### src/rtl/ahb_posted_wbuf_if.sv
// rtl/ahb_posted_wbuf_if.sv - AHB-lite bus bundle shared by the upstream and downstream ports
interface ahb_posted_wbuf_if #(
    parameter int AW = 32,
    parameter int DW = 64
);
    logic [AW-1:0] HADDR;
    logic [1:0]    HTRANS;
    logic          HWRITE;
    logic [2:0]    HSIZE;
    logic [DW-1:0] HWDATA;
    logic          HREADY;
    logic [DW-1:0] HRDATA;

    modport master (
        output HADDR, HTRANS, HWRITE, HSIZE, HWDATA,
        input  HREADY, HRDATA
    );

    modport slave (
        input  HADDR, HTRANS, HWRITE, HSIZE, HWDATA,
        output HREADY, HRDATA
    );
endinterface

### src/rtl/ahb_posted_wbuf.sv
// rtl/ahb_posted_wbuf.sv - posted write buffer with strongly ordered reads and fence handshake
module ahb_posted_wbuf #(
    parameter int AW    = 32,
    parameter int DW    = 64,
    parameter int DEPTH = 4,
    parameter int CW    = 3
) (
    input  logic                HCLK,
    input  logic                HRESETn,
    ahb_posted_wbuf_if.slave    s_bus,
    ahb_posted_wbuf_if.master   m_bus,
    input  logic                fence_req,
    output logic                fence_ack,
    output logic [CW-1:0]       wb_count
);

    localparam int PW = (DEPTH > 1) ? $clog2(DEPTH) : 1;
    localparam logic [1:0] HTRANS_IDLE   = 2'b00;
    localparam logic [1:0] HTRANS_NONSEQ = 2'b10;

    typedef enum logic [2:0] {
        ST_IDLE,
        ST_WADDR,
        ST_WDATA,
        ST_RADDR,
        ST_RDATA
    } state_t;

    state_t         state_q, state_d;

    // upstream data-phase context captured at the address phase
    logic           dp_valid_q, dp_valid_d;
    logic           dp_write_q, dp_write_d;
    logic [AW-1:0]  dp_addr_q, dp_addr_d;
    logic [2:0]     dp_size_q, dp_size_d;

    // write FIFO
    logic [AW-1:0]  mem_addr_q [DEPTH];
    logic [2:0]     mem_size_q [DEPTH];
    logic [DW-1:0]  mem_data_q [DEPTH];
    logic [PW-1:0]  wr_ptr_q, wr_ptr_d;
    logic [PW-1:0]  rd_ptr_q, rd_ptr_d;
    logic [CW-1:0]  count_q, count_d;

    // registered downstream controls and upstream read data
    logic [AW-1:0]  m_haddr_q, m_haddr_d;
    logic [1:0]     m_htrans_q, m_htrans_d;
    logic           m_hwrite_q, m_hwrite_d;
    logic [2:0]     m_hsize_q, m_hsize_d;
    logic [DW-1:0]  m_hwdata_q, m_hwdata_d;
    logic [DW-1:0]  hrdata_q, hrdata_d;

    logic           full;
    logic           pop;
    logic           push;
    logic           rd_done;
    logic           rd_pending;
    logic           s_hready;
    logic [AW-1:0]  head_addr;
    logic [2:0]     head_size;
    logic           unused_htrans0;

    assign unused_htrans0 = s_bus.HTRANS[0];

    // upstream handshake: stall a write only when full with no pop, stall a read until it returns
    always_comb begin
        full       = (count_q == CW'(DEPTH));
        pop        = (state_q == ST_WDATA) && m_bus.HREADY;
        rd_done    = (state_q == ST_RDATA) && m_bus.HREADY;
        rd_pending = dp_valid_q && !dp_write_q;
        s_hready   = 1'b1;
        if (dp_valid_q) begin
            if (dp_write_q) begin
                s_hready = !full || pop;
            end else begin
                s_hready = rd_done;
            end
        end
        push = dp_valid_q && dp_write_q && s_hready;
        // an empty FIFO being pushed this cycle is bypassed so the drain starts one cycle later
        if (count_q == '0) begin
            head_addr = dp_addr_q;
            head_size = dp_size_q;
        end else begin
            head_addr = mem_addr_q[rd_ptr_q];
            head_size = mem_size_q[rd_ptr_q];
        end
    end

    // next-state for the upstream capture, FIFO pointers and drain FSM
    always_comb begin
        state_d    = state_q;
        dp_valid_d = dp_valid_q;
        dp_write_d = dp_write_q;
        dp_addr_d  = dp_addr_q;
        dp_size_d  = dp_size_q;
        wr_ptr_d   = wr_ptr_q;
        rd_ptr_d   = rd_ptr_q;
        count_d    = count_q + CW'(push) - CW'(pop);
        m_haddr_d  = m_haddr_q;
        m_htrans_d = m_htrans_q;
        m_hwrite_d = m_hwrite_q;
        m_hsize_d  = m_hsize_q;
        m_hwdata_d = m_hwdata_q;
        hrdata_d   = hrdata_q;

        if (s_hready) begin
            dp_valid_d = s_bus.HTRANS[1];
            if (s_bus.HTRANS[1]) begin
                dp_write_d = s_bus.HWRITE;
                dp_addr_d  = s_bus.HADDR;
                dp_size_d  = s_bus.HSIZE;
            end
        end

        if (push) begin
            wr_ptr_d = wr_ptr_q + PW'(1);
        end
        if (pop) begin
            rd_ptr_d = rd_ptr_q + PW'(1);
        end
        if (rd_done) begin
            hrdata_d = m_bus.HRDATA;
        end

        case (state_q)
            ST_IDLE: begin
                if (count_q != '0 || push) begin
                    state_d    = ST_WADDR;
                    m_htrans_d = HTRANS_NONSEQ;
                    m_hwrite_d = 1'b1;
                    m_haddr_d  = head_addr;
                    m_hsize_d  = head_size;
                end else if (rd_pending) begin
                    state_d    = ST_RADDR;
                    m_htrans_d = HTRANS_NONSEQ;
                    m_hwrite_d = 1'b0;
                    m_haddr_d  = dp_addr_q;
                    m_hsize_d  = dp_size_q;
                end
            end
            ST_WADDR: begin
                if (m_bus.HREADY) begin
                    state_d    = ST_WDATA;
                    m_htrans_d = HTRANS_IDLE;
                    m_hwdata_d = mem_data_q[rd_ptr_q];
                end
            end
            ST_WDATA: begin
                if (m_bus.HREADY) begin
                    state_d = ST_IDLE;
                end
            end
            ST_RADDR: begin
                if (m_bus.HREADY) begin
                    state_d    = ST_RDATA;
                    m_htrans_d = HTRANS_IDLE;
                end
            end
            ST_RDATA: begin
                if (m_bus.HREADY) begin
                    state_d = ST_IDLE;
                end
            end
            default: begin
                state_d = ST_IDLE;
            end
        endcase
    end

    // state registers; reset drops buffered writes and any in-flight downstream transfer
    always_ff @(posedge HCLK) begin
        if (!HRESETn) begin
            state_q    <= ST_IDLE;
            dp_valid_q <= 1'b0;
            dp_write_q <= 1'b0;
            dp_addr_q  <= '0;
            dp_size_q  <= '0;
            wr_ptr_q   <= '0;
            rd_ptr_q   <= '0;
            count_q    <= '0;
            m_haddr_q  <= '0;
            m_htrans_q <= HTRANS_IDLE;
            m_hwrite_q <= 1'b0;
            m_hsize_q  <= '0;
            m_hwdata_q <= '0;
            hrdata_q   <= '0;
        end else begin
            state_q    <= state_d;
            dp_valid_q <= dp_valid_d;
            dp_write_q <= dp_write_d;
            dp_addr_q  <= dp_addr_d;
            dp_size_q  <= dp_size_d;
            wr_ptr_q   <= wr_ptr_d;
            rd_ptr_q   <= rd_ptr_d;
            count_q    <= count_d;
            m_haddr_q  <= m_haddr_d;
            m_htrans_q <= m_htrans_d;
            m_hwrite_q <= m_hwrite_d;
            m_hsize_q  <= m_hsize_d;
            m_hwdata_q <= m_hwdata_d;
            hrdata_q   <= hrdata_d;
            if (push) begin
                mem_addr_q[wr_ptr_q] <= dp_addr_q;
                mem_size_q[wr_ptr_q] <= dp_size_q;
                mem_data_q[wr_ptr_q] <= s_bus.HWDATA;
            end
        end
    end

    assign s_bus.HREADY  = s_hready;
    assign s_bus.HRDATA  = rd_done ? m_bus.HRDATA : hrdata_q;
    assign m_bus.HADDR   = m_haddr_q;
    assign m_bus.HTRANS  = m_htrans_q;
    assign m_bus.HWRITE  = m_hwrite_q;
    assign m_bus.HSIZE   = m_hsize_q;
    assign m_bus.HWDATA  = m_hwdata_q;
    assign fence_ack     = fence_req && (count_q == '0) && (state_q == ST_IDLE);
    assign wb_count      = count_q;

endmodule

### src/flat_wrapper.sv
// flat-port wrapper written by rule: the top's interface ports become plain ports
module ahb_posted_wbuf_flat 
#(
    parameter int AW    = 32,
    parameter int DW    = 64,
    parameter int DEPTH = 4,
    parameter int CW    = 3
)
  (HCLK, HRESETn, fence_req, fence_ack, wb_count, s_bus_HADDR, s_bus_HTRANS, s_bus_HWRITE, s_bus_HSIZE, s_bus_HWDATA, s_bus_HREADY, s_bus_HRDATA, m_bus_HADDR, m_bus_HTRANS, m_bus_HWRITE, m_bus_HSIZE, m_bus_HWDATA, m_bus_HREADY, m_bus_HRDATA);
  ahb_posted_wbuf_if #(.AW(AW), .DW(DW)) s_bus_i ();
  ahb_posted_wbuf_if #(.AW(AW), .DW(DW)) m_bus_i ();
  input  logic HCLK;
  input  logic HRESETn;
  input  logic fence_req;
  output logic fence_ack;
  output logic [CW-1:0] wb_count;
  input wire logic [$bits(s_bus_i.HADDR)-1:0] s_bus_HADDR;
  input wire logic [$bits(s_bus_i.HTRANS)-1:0] s_bus_HTRANS;
  input wire logic [$bits(s_bus_i.HWRITE)-1:0] s_bus_HWRITE;
  input wire logic [$bits(s_bus_i.HSIZE)-1:0] s_bus_HSIZE;
  input wire logic [$bits(s_bus_i.HWDATA)-1:0] s_bus_HWDATA;
  output wire logic [$bits(s_bus_i.HREADY)-1:0] s_bus_HREADY;
  output wire logic [$bits(s_bus_i.HRDATA)-1:0] s_bus_HRDATA;
  output wire logic [$bits(m_bus_i.HADDR)-1:0] m_bus_HADDR;
  output wire logic [$bits(m_bus_i.HTRANS)-1:0] m_bus_HTRANS;
  output wire logic [$bits(m_bus_i.HWRITE)-1:0] m_bus_HWRITE;
  output wire logic [$bits(m_bus_i.HSIZE)-1:0] m_bus_HSIZE;
  output wire logic [$bits(m_bus_i.HWDATA)-1:0] m_bus_HWDATA;
  input wire logic [$bits(m_bus_i.HREADY)-1:0] m_bus_HREADY;
  input wire logic [$bits(m_bus_i.HRDATA)-1:0] m_bus_HRDATA;
  assign s_bus_i.HADDR = s_bus_HADDR;
  assign s_bus_i.HTRANS = s_bus_HTRANS;
  assign s_bus_i.HWRITE = s_bus_HWRITE;
  assign s_bus_i.HSIZE = s_bus_HSIZE;
  assign s_bus_i.HWDATA = s_bus_HWDATA;
  assign s_bus_HREADY = s_bus_i.HREADY;
  assign s_bus_HRDATA = s_bus_i.HRDATA;
  assign m_bus_HADDR = m_bus_i.HADDR;
  assign m_bus_HTRANS = m_bus_i.HTRANS;
  assign m_bus_HWRITE = m_bus_i.HWRITE;
  assign m_bus_HSIZE = m_bus_i.HSIZE;
  assign m_bus_HWDATA = m_bus_i.HWDATA;
  assign m_bus_i.HREADY = m_bus_HREADY;
  assign m_bus_i.HRDATA = m_bus_HRDATA;
  ahb_posted_wbuf #(.AW(AW), .DW(DW), .DEPTH(DEPTH), .CW(CW)) u_core (.HCLK(HCLK), .HRESETn(HRESETn), .s_bus(s_bus_i), .m_bus(m_bus_i), .fence_req(fence_req), .fence_ack(fence_ack), .wb_count(wb_count));
endmodule
### config.mk
export PLATFORM = sky130hd
export DESIGN_NAME = ahb_posted_wbuf_flat
export DESIGN_NICKNAME = d
export VERILOG_FILES = /design/src/rtl/ahb_posted_wbuf_if.sv /design/src/rtl/ahb_posted_wbuf.sv /design/src/flat_wrapper.sv
export SDC_FILE = /design/constraint.sdc
export NUM_CORES = 1
export LEC_CHECK = 0
export CORE_MARGIN = 2
export CORE_UTILIZATION = 58
export CTS_CLUSTER_DIAMETER = 150
export DETAILED_ROUTE_END_ITERATION = 10
export HOLD_SLACK_MARGIN = 0.15
export PLACE_DENSITY = 0.85
export SLEW_MARGIN = 10
export SYNTH_ARGS = -nofsm -noshare
export SYNTH_HDL_FRONTEND = slang
export SYNTH_SLANG_ARGS = --single-unit
### constraint.sdc
create_clock -name HCLK -period 11.4 [get_ports HCLK]
set_input_delay 2.28 -clock HCLK [delete_from_list [all_inputs] [get_ports HCLK]]
set_output_delay 2.28 -clock HCLK [all_outputs]
set_load 0.02 [all_outputs]
==> impl_metrics.toml, run 1 <==
[synthesis]
syn_nets = 1615
synth.area.top_cells = "edfxtp_1 (52%), dfxtp_1 (19%), mux4_2 (9.8%)"
netlist_instances = 1438
synthDominantCellAreaShare_pct = 52.0
avgSynthCellArea_um2 = 15.9
ys_seq_area_share_pct = 70.8
synth_seq_cells = 610
yosysWarnings = 0
syn_area_um2 = 22900
synth_cell_types = 49
synth_area_leader_cell = "edfxtp_1"

[final_layout]
num-fill-cells = 2323
nets = 1935
multi_input_area_um2 = 6150
fin_area_um2 = 28400
seq_area_um2 = 16200
drive_gt1_share_pct = 15.8
syn_to_final_growth_pct = 24.1

[clock_network]
htree_num_levels = 2
numCtsBuffers = 58
ctsResizeCount = 0
post-cts-setup-buffer-count = 0
clk_latency_ns = 0.61
clkTransAtPathRegs_ns = 0.06
cts_tree = "built"
cts_buffer_depth = 3
ctsRootBufferMaster = "clkbuf_16"
clock-sinks = 610
hold_buffers = 0

[route]
vias = 13300
vias_per_cell = 5.73
dr.pass1.iters = 6
drc = 0
ant_nets = 0
detail_route.iter0.violations = 971
wl_mm = 52.2
drt-wirelength-per-cell_um = 22.4

[setup_path]
critical_path_class = "primary input to output port"
path_delay_family = "buffers and inverters"
start_kind = "primary input"
worstPathMaxFanout = 61
slowest_stage = "buf_4"
crit_arrival_ns = 5.12
cp_slowest_stage_delay_ns = 0.83
cp_num_buf_inv = 3
required_ns = 9.12
endpoint_kind = "output port"
worstPathCellList = "clkdlybuf4s50_1 > and4bb_4 > buf_4 > mux2_1 > clkdlybuf4s50_1"
crit_top_cell = "clkdlybuf4s50_1"

[place]
gp_congestion = 0.722
placed_area_um2 = 26500
dp_hpwl_mm = 29.4
pre_cts_ws_ns = 4.00
io_buffers = 338

[global_routing]
overflow = 0
first_global_vias = 14100
grt_max_degree = 119
grt_pass1_wl_mm = 79.6
grt_usage_pct = 25.5
antenna_found_initial = 6

[job]
cap_violations = 0

[timing]
fmax_ghz = 0.135
relSlewSlack_pct = 29.4
hold_violations = 0
grt_setup_unrepaired = "no"
final.setup.worst_slack_ns = 4.00
timing.final.crit_share_pct = 64.9
tns_ns = 0
max_slew.worst_pin.slew_ns = 1.06
period_needed_ns = 7.40
finalMaxSlewViolations = 0
fin_skew_ns = 0.0325
setup_viol = 0

[power_and_ir_drop]
total_power_mw = 5.30
ir_drop_mv = 0.150
p_per_area_nw_per_um2 = 187
cellLeakagePower_nw = 9.47

[floorplanning]
pin_count = 341
core_area_um2 = 38700
die_h_um = 203
dieArea_um2 = 41000
die_w_um = 203
rows = 72
start_util_pct = 59.0

[worst_hold_path]
worstHoldPathType = "flop to flop"

[run_status]
outcome = "finished, final reports clean"
==> cells in the final DEF, fill, tap and decap left out, types with 3 or more instances in the layout <==
cell type / netlist / layout
mux2_1: 5 / 5
mux2_2: 10 / 10
ha_1: 6 / 6
edfxtp_1: 396 / 396
nor3_2: 2 / 3
clkbuf_1: 40 / 11
and2_1: 66 / 66
clkdlybuf4s50_1: 0 / 337
o21ai_0: 35 / 35
bufinv_16: 0 / 3
a31oi_1: 35 / 35
clkinvlp_4: 0 / 5
dfxtp_1: 214 / 210
clkinv_1: 0 / 4
clkbuf_8: 0 / 5
inv_1: 8 / 7
a21oi_1: 68 / 68
mux2i_1: 36 / 36
nand2_1: 272 / 272
xnor2_1: 4 / 4
mux2_4: 49 / 49
clkinv_2: 0 / 16
and3_4: 0 / 4
buf_4: 8 / 16
mux4_2: 99 / 99
nor2_1: 11 / 10
diode_2: 0 / 6
clkbuf_16: 0 / 58
clkinv_4: 0 / 4
==> area by class of cell <==
type / count / share of cell area [%]
multi-input combinational: 727 / 21.7
inverter: 8 / 0.106
sequential: 610 / 57.1
clock inverter: 33 / 0.966
clock buffer: 74 / 5.51
antenna: 6 / 0.0529
tap: 518 / 2.29
timing repair buffer: 353 / 12.3
==> cell families (layout without fill, tap and decap cells) <==
kind of cell	count (synthesis)	in the layout	synth area share, %
other	1	7	0.0164
xor gates and xnor gates	5	5	0.192
DFF	610	610	70.8
AOI/OAI and AO/OA	147	147	3.64
adders and majority gates	7	7	0.416
buffers and inverters	101	468	2.53
and+or+nand+nor	368	368	7.14
muxes	199	199	15.3
==> synth_stat cells, drive strengths merged <==
master / count
dfxtp: 214
fa: 1
a21oi: 68
a31oi: 35
or4b: 1
edfxtp: 396
or3: 1
or3b: 1
ha: 6
nand2: 272
and2: 66
o221a: 1
mux2i: 36
nand2b: 1
nand4bb: 1
o22ai: 1
xor2: 1
o31ai: 1
mux2: 64
o21ai: 35
and4bb: 2
and3: 5
nor3: 3
clkbuf: 41
nor3b: 1
mux4: 99
a21boi: 2
buf: 52
xnor2: 4
a211oi: 1
o211ai: 1
nor2: 11
nand3b: 1
conb: 1
inv: 8
a2111oi: 1
o211a: 1
nand4b: 1
or2: 1
==> tightest hold or removal path: cells and delay by family (launching register included) <==
kind,cells,cell delay [ns]
flops,1,0.31
simple gates,1,0.05
compound gates,1,0.05
==> worst paths after layout <==
check / from / end / slack, ns / cells after the start
hold reg to reg: u_core.m_bus.HWDATA[44] / u_core.m_bus.HWDATA[44] / 0.45 / 2
setup / recovery: m_bus_HREADY / s_bus_HRDATA[50] / 4.00 / 5
hold / removal: u_core.m_bus.HWDATA[44] / u_core.m_bus.HWDATA[44] / 0.45 / 2
setup reg to reg: u_core.state_q[1] / u_core.mem_addr_q[3][9] / 8.06 / 4
==> routing by layer <==
metal | GRT usage, % | share of wire [%] | up-vias
li1 | - | - | 5959
met1 | 31.3 | 38 | 6670
met2 | 44.5 | 51 | 608
met3 | 5.92 | 8.1 | 101
met4 | 8.89 | 2.8 | 2
met5 | 0 | 0.031 | -
==> sequential cells by signal (all words and copies together) (netlist names), 2 cells and up, named ones only <==
| signal | flops |
|---|---|
| u_core.m_bus.HADDR | 32 |
| u_core.hrdata_q | 64 |
| u_core.mem_addr_q | 128 |
| u_core.dp_addr_q | 32 |
| u_core.mem_data_q | 256 |
| u_core.wb_count | 3 |
| u_core.m_bus.HWDATA | 64 |
| u_core.wr_ptr_q | 2 |
| u_core.state_q | 3 |
| u_core.mem_size_q | 12 |
| u_core.m_bus.HSIZE | 3 |
| u_core.dp_size_q | 3 |
| u_core.rd_ptr_q | 2 |
==> through the flow <==
| step | instances | util [%] | hold WS (ns) |
|---|---|---|---|
| 2_1_floorplan | 1438 | - | 0.474 |
| 3_3_place_gp | 2216 | 68.4 | 0.441 |
| 3_5_place_dp | 2216 | 68.4 | 0.448 |
| 4_1_cts | 2323 | 73.2 | 0.454 |
| 5_1_grt | 2328 | 73.2 | 0.476 |
| 6_report | 2329 | 73.2 | 0.454 |
==> where the power goes <==
part | switching [mW] | total, mW | internal (mW)
clock | 0.812 | 1.85 | 1.04
combinational | 0.511 | 0.898 | 0.387
sequential | 0.0944 | 2.56 | 2.46
Note: power is estimated with default switching activity, not from simulation.
==> inputs of run 2 (changes only) <==
CORE_UTILIZATION = 54   (was 58)
PLACE_DENSITY = 0.8   (was 0.85)
clock period = 6.93 ns   (was 11.4 ns; I/O delays follow)
==> run 2 against run 1 <==
Net effect: hold slack improved by 0.0016 ns; clock skew fell by 0.014 ns; largest power group unchanged; clock-buffer cell count rose by 8; critical endpoint is now s_bus_HRDATA[57]; largest cell class unchanged.
==> impl_metrics.toml, run 2 (synthesized netlist as in run 1, its figures left out) <==
[setup_path]
endpoint_kind = "output port"
reg2regPathDepth = 4
critical_path_class = "primary input to output port"
crit_arrival_ns = 4.03
required_ns = 5.54
worstPathMaxFanout = 36
r2r_setup_slack_ns = 3.78
reg2reg_from = "u_core.state_q[1]"
r2r-end = "u_core.mem_addr_q[0][23]"
start_kind = "primary input"

[job]
cap_violations = 0

[timing]
max_slew.worst_pin.slew_ns = 1.07
final.setup.worst_slack_ns = 1.51
fin_skew_ns = 0.0181
grt_setup_unrepaired = "no"
period_needed_ns = 5.42
relSlewSlack_pct = 28.7
timing.final.crit_share_pct = 78.2
setup_viol = 0
hold_violations = 0
finalMaxSlewViolations = 0
tns_ns = 0
fmax_ghz = 0.185

[route]
detail_route.iter0.violations = 888
dr.pass1.iters = 5
wl_mm = 50.5
drt-wirelength-per-cell_um = 21.4
ant_nets = 0
drc = 0
vias_per_cell = 5.55
vias = 13100

[power_and_ir_drop]
internal-power_mw = 6.66
total_power_mw = 8.96
power_frac_seq_pct = 46.9
switching_share_pct = 25.7
p_switching_mw = 2.30
clockPowerShare_pct = 36.9
p_per_area_nw_per_um2 = 313
comb_power_share_pct = 16.2
ir_drop_mv = 0.203
cellLeakagePower_nw = 9.59

[worst_hold_path]
hp-start = "u_core.m_bus.HWDATA[7]"
hold_end = "u_core.m_bus.HWDATA[7]"
hold_depth = 2
worstHoldPathType = "flop to flop"

[clock_network]
numCtsBuffers = 59
cts_tree = "built"
ctsResizeCount = 0
clk_latency_ns = 0.62
cts_buffer_depth = 3
clock-sinks = 610
ctsRootBufferMaster = "clkbuf_16"
clkTransAtPathRegs_ns = 0.06
htree_num_levels = 2
hold_buffers = 0
post-cts-setup-buffer-count = 0

[final_layout]
nets = 1941
top_register = "u_core.mem_data_q"
layout_commonest_cell = "edfxtp_1"
final_cell_mix = "edfxtp_1 (396), clkdlybuf4s50_1 (337), nand2_1 (272)"
syn_to_final_growth_pct = 25.2
largestRegisters = "u_core.mem_data_q (256), u_core.mem_addr_q (128)"
largest_reg_flops = 256
drive_gt1_share_pct = 15.9
num-fill-cells = 2760
final_cells = 2359

[place]
dp_hpwl_mm = 30.0
io_buffers = 338
gp_congestion = 0.768
placed_cells = 2242
pre_cts_ws_ns = 1.53

[run_status]
outcome = "finished, final reports clean"

[global_routing]
overflow = 0
grt_usage_pct = 23.0
antenna_found_initial = 5
busiest_layer = "met2"
grt_use_met1_pct = 28.5
grt_pass1_wl_mm = 77.2
use_met3_pct = 4.82
met2_usage_pct = 40.6
first_global_vias = 13700
grt_max_degree = 122

[floorplanning]
core_area_um2 = 41900
die_h_um = 210
die_w_um = 210
start_util_pct = 54.6
rows = 75
pin_count = 341
dieArea_um2 = 44000
-- run 2: per-stage QoR --
step                      hold WS, ns  utilization [%]  instance area, um^2
after detailed placement        0.447             63.5                26600
after CTS                       0.455             68.4                28600
final                           0.456             68.4                28600
after global placement          0.441             63.5                26600
after floorplan                 0.474                -                22900
after global routing            0.467             68.4                28600
-- run 2: worst max-delay path by stage --
| stage | cells after the start | slack [ns] | to | from |
|---|---|---|---|---|
| 3_3_place_gp | 5 | 1.56 | s_bus_HRDATA[57] | m_bus_HREADY |
| 3_5_place_dp | 5 | 1.53 | s_bus_HRDATA[57] | m_bus_HREADY |
| 5_1_grt | 5 | 1.43 | s_bus_HRDATA[57] | m_bus_HREADY |
| 2_1_floorplan | 5 | 2.10 | u_core.mem_addr_q[1][0] | m_bus_HREADY |
| 6_report | 5 | 1.51 | s_bus_HRDATA[57] | m_bus_HREADY |
| 4_1_cts | 5 | 1.52 | s_bus_HRDATA[57] | m_bus_HREADY |
-- run 2: per-layer routing --
metal	part of all wire (%)	up-vias	wire length (um)
met1	40	6592	20100
li1	-	5976	-
met3	6.5	71	3310
met2	51	457	26000
met5	0.022	-	11
met4	2.3	2	1160
-- run 2: area by class of cell --
type                       count  area (um^2)  share of cell area [%]
sequential                   610        16200                    56.5
multi-input combinational    727         6150                    21.5
timing repair buffer         358         3540                    12.4
clock buffer                  82         1670                    5.82
tap                          539          674                    2.36
clock inverter                30          367                    1.28
inverter                       8         30.0                   0.105
antenna                        5         12.5                  0.0437
-- run 2: power groups by stage --
stage | registers [mW] | clock network, mW | logic, mW
floorplan | 4.39 | 0 | 0.697
global placement | 4.26 | 0 | 1.44
detailed placement | 4.27 | 0 | 1.46
CTS | 4.20 | 3.37 | 1.47
global route | 4.22 | 3.51 | 1.56
finish | 4.20 | 3.31 | 1.46
-- run 2: critical path: stages --
cell and delay, ns:
clkdlybuf4s50_1 0.61, and4bb_4 0.71, buf_12 0.35, mux2_2 0.38
clkdlybuf4s50_1 0.54
==> inputs of run 3 (changes only) <==
CORE_UTILIZATION = 49   (was 54)
PLACE_DENSITY = 0.76   (was 0.8)
clock period = 4.8 ns   (was 6.93 ns; I/O delays follow)
==> run 3 against run 2 <==
Net effect: hold slack worse by 0.0020 ns; via count is 0.50% lower; sequential cell count stayed put; combinational power is 42% higher; die area is 10% higher; sequential power is 45% higher; register-to-register slack worse by 1.6 ns; global-route usage is 2.2 points lower; first-iteration DRC count is 0.68% lower; cell count is 2.6% higher; critical path type unchanged; critical endpoint is now s_bus_HRDATA[63]; largest cell class unchanged.
==> impl_metrics.toml, run 3 (synthesized netlist as in run 1, its figures left out) <==
[run_status]
outcome = "finished, final reports clean"

[floorplanning]
die_w_um = 220
rows = 79
dieArea_um2 = 48400
core_area_um2 = 46300
die_h_um = 220
pin_count = 341
start_util_pct = 49.4

[timing]
timing.final.crit_share_pct = 89.6
hold_ws_ns = 0.454
finalMaxSlewViolations = 0
fin_skew_ns = 0.0145
fmax_ghz = 0.232
tns_ns = 0
hold_violations = 0
max_slew.worst_pin.slew_ns = 1.07
setup_viol = 0
relSlewSlack_pct = 28.7
period_needed_ns = 4.30
grt_setup_unrepaired = "no"

[setup_path]
cp_slowest_stage_delay_ns = 0.62
required_ns = 3.84
worstPathMaxFanout = 36
crit_arrival_ns = 3.34
start_kind = "primary input"
endpoint_kind = "output port"
slowest_stage = "clkdlybuf4s50_1"
cp_num_buf_inv = 3
crit_top_cell = "clkdlybuf4s50_1"
critical_path_class = "primary input to output port"
path_delay_family = "buffers and inverters"
worstPathCellList = "clkdlybuf4s50_1 > and4bb_4 > buf_12 > mux2_1 > clkdlybuf4s50_1"

[clock_network]
clk_latency_ns = 0.61
ctsRootBufferMaster = "clkbuf_16"
numCtsBuffers = 58
post-cts-setup-buffer-count = 0
hold_buffers = 0
clkTransAtPathRegs_ns = 0.06
cts_tree = "built"
ctsResizeCount = 0
clock-sinks = 610
cts_buffer_depth = 3
htree_num_levels = 2

[final_layout]
drive_gt1_share_pct = 15.4
multi_input_area_um2 = 6150
num-fill-cells = 3386
final_core_util_pct = 61.9
nets = 1938
fin_area_um2 = 28600
final_cell_mix = "edfxtp_1 (396), clkdlybuf4s50_1 (337), nand2_1 (272)"
final_cells = 2420
seq_area_um2 = 16200
top_register = "u_core.mem_data_q"
largest_reg_flops = 256
layout_commonest_cell = "edfxtp_1"
largestRegisters = "u_core.mem_data_q (256), u_core.mem_addr_q (128)"
syn_to_final_growth_pct = 25.3

[route]
vias_per_cell = 5.39
vias = 13000
drc = 0
wl_met2_mm = 24.4
met3_length_mm = 3.93
top_layer_used = "met5"
dr.pass1.iters = 5
ant_nets = 0
wl_mm = 49.7
drt-wirelength-per-cell_um = 20.5
detail_route.iter0.violations = 882
wl_met1_mm = 20.3

[place]
gp_congestion = 0.750
placed_area_um2 = 26700
placed_cells = 2308
io_buffers = 338
dp_hpwl_mm = 29.2

[power_and_ir_drop]
cellLeakagePower_nw = 9.54
p_per_area_nw_per_um2 = 444
ir_drop_mv = 0.373

[worst_hold_path]
worstHoldPathType = "flop to flop"

[global_routing]
antenna_found_initial = 6
first_global_vias = 13400
grt_usage_pct = 20.8
grt_max_degree = 106
overflow = 0
grt_pass1_wl_mm = 76.4

[job]
cap_violations = 0
-- run 3: power breakdown --
part	internal, mW	switching [mW]	leakage, nW	total, mW
registers	5.85	0.234	5.33	6.08
clock network	2.68	1.89	0.935	4.57
logic	0.926	1.15	3.28	2.08
-- run 3: path summary, 6_finish.rpt --
check / start / to / slack (ns) / depth (start not counted)
worst max-delay path: m_bus_HREADY / s_bus_HRDATA[63] / 0.50 / 5
worst min register to register: u_core.m_bus.HWDATA[13] / u_core.m_bus.HWDATA[13] / 0.45 / 2
worst max register to register: u_core.state_q[1] / u_core.mem_data_q[1][28] / 2.18 / 4
worst min-delay path: u_core.m_bus.HWDATA[13] / u_core.m_bus.HWDATA[13] / 0.45 / 2
-- run 3: stage by stage --
step	total power, mW	setup WS, ns
6_report	12.7	0.498
5_1_grt	13.3	0.443
4_1_cts	12.9	0.512
3_5_place_dp	8.28	0.528
3_3_place_gp	8.24	0.558
2_1_floorplan	7.34	0.394
-- run 3: layout make-up --
class	count	share of cell area, %
diodes	2	0.0175
clock buffers	88	5.71
flip-flops and latches	610	56.5
inverters	8	0.105
clock inverters	22	0.957
well taps	607	2.65
repair buffers	356	12.6
multi-input cells	727	21.5
-- run 3: layer usage --
layer / global-route usage, % / up-vias
li1: - / 5967
met1: 26.8 / 6543
met2: 34.6 / 434
met3: 5.92 / 79
met4: 5.62 / 10
met5: 0 / -
-- run 3: tightest hold or removal path, delay by kind of cell, from the launching register on --
family,cells,cell delay [ns]
AO/OA/AOI/OAI,1,0.05
AND/OR/NAND/NOR,1,0.05
flip-flops,1,0.31
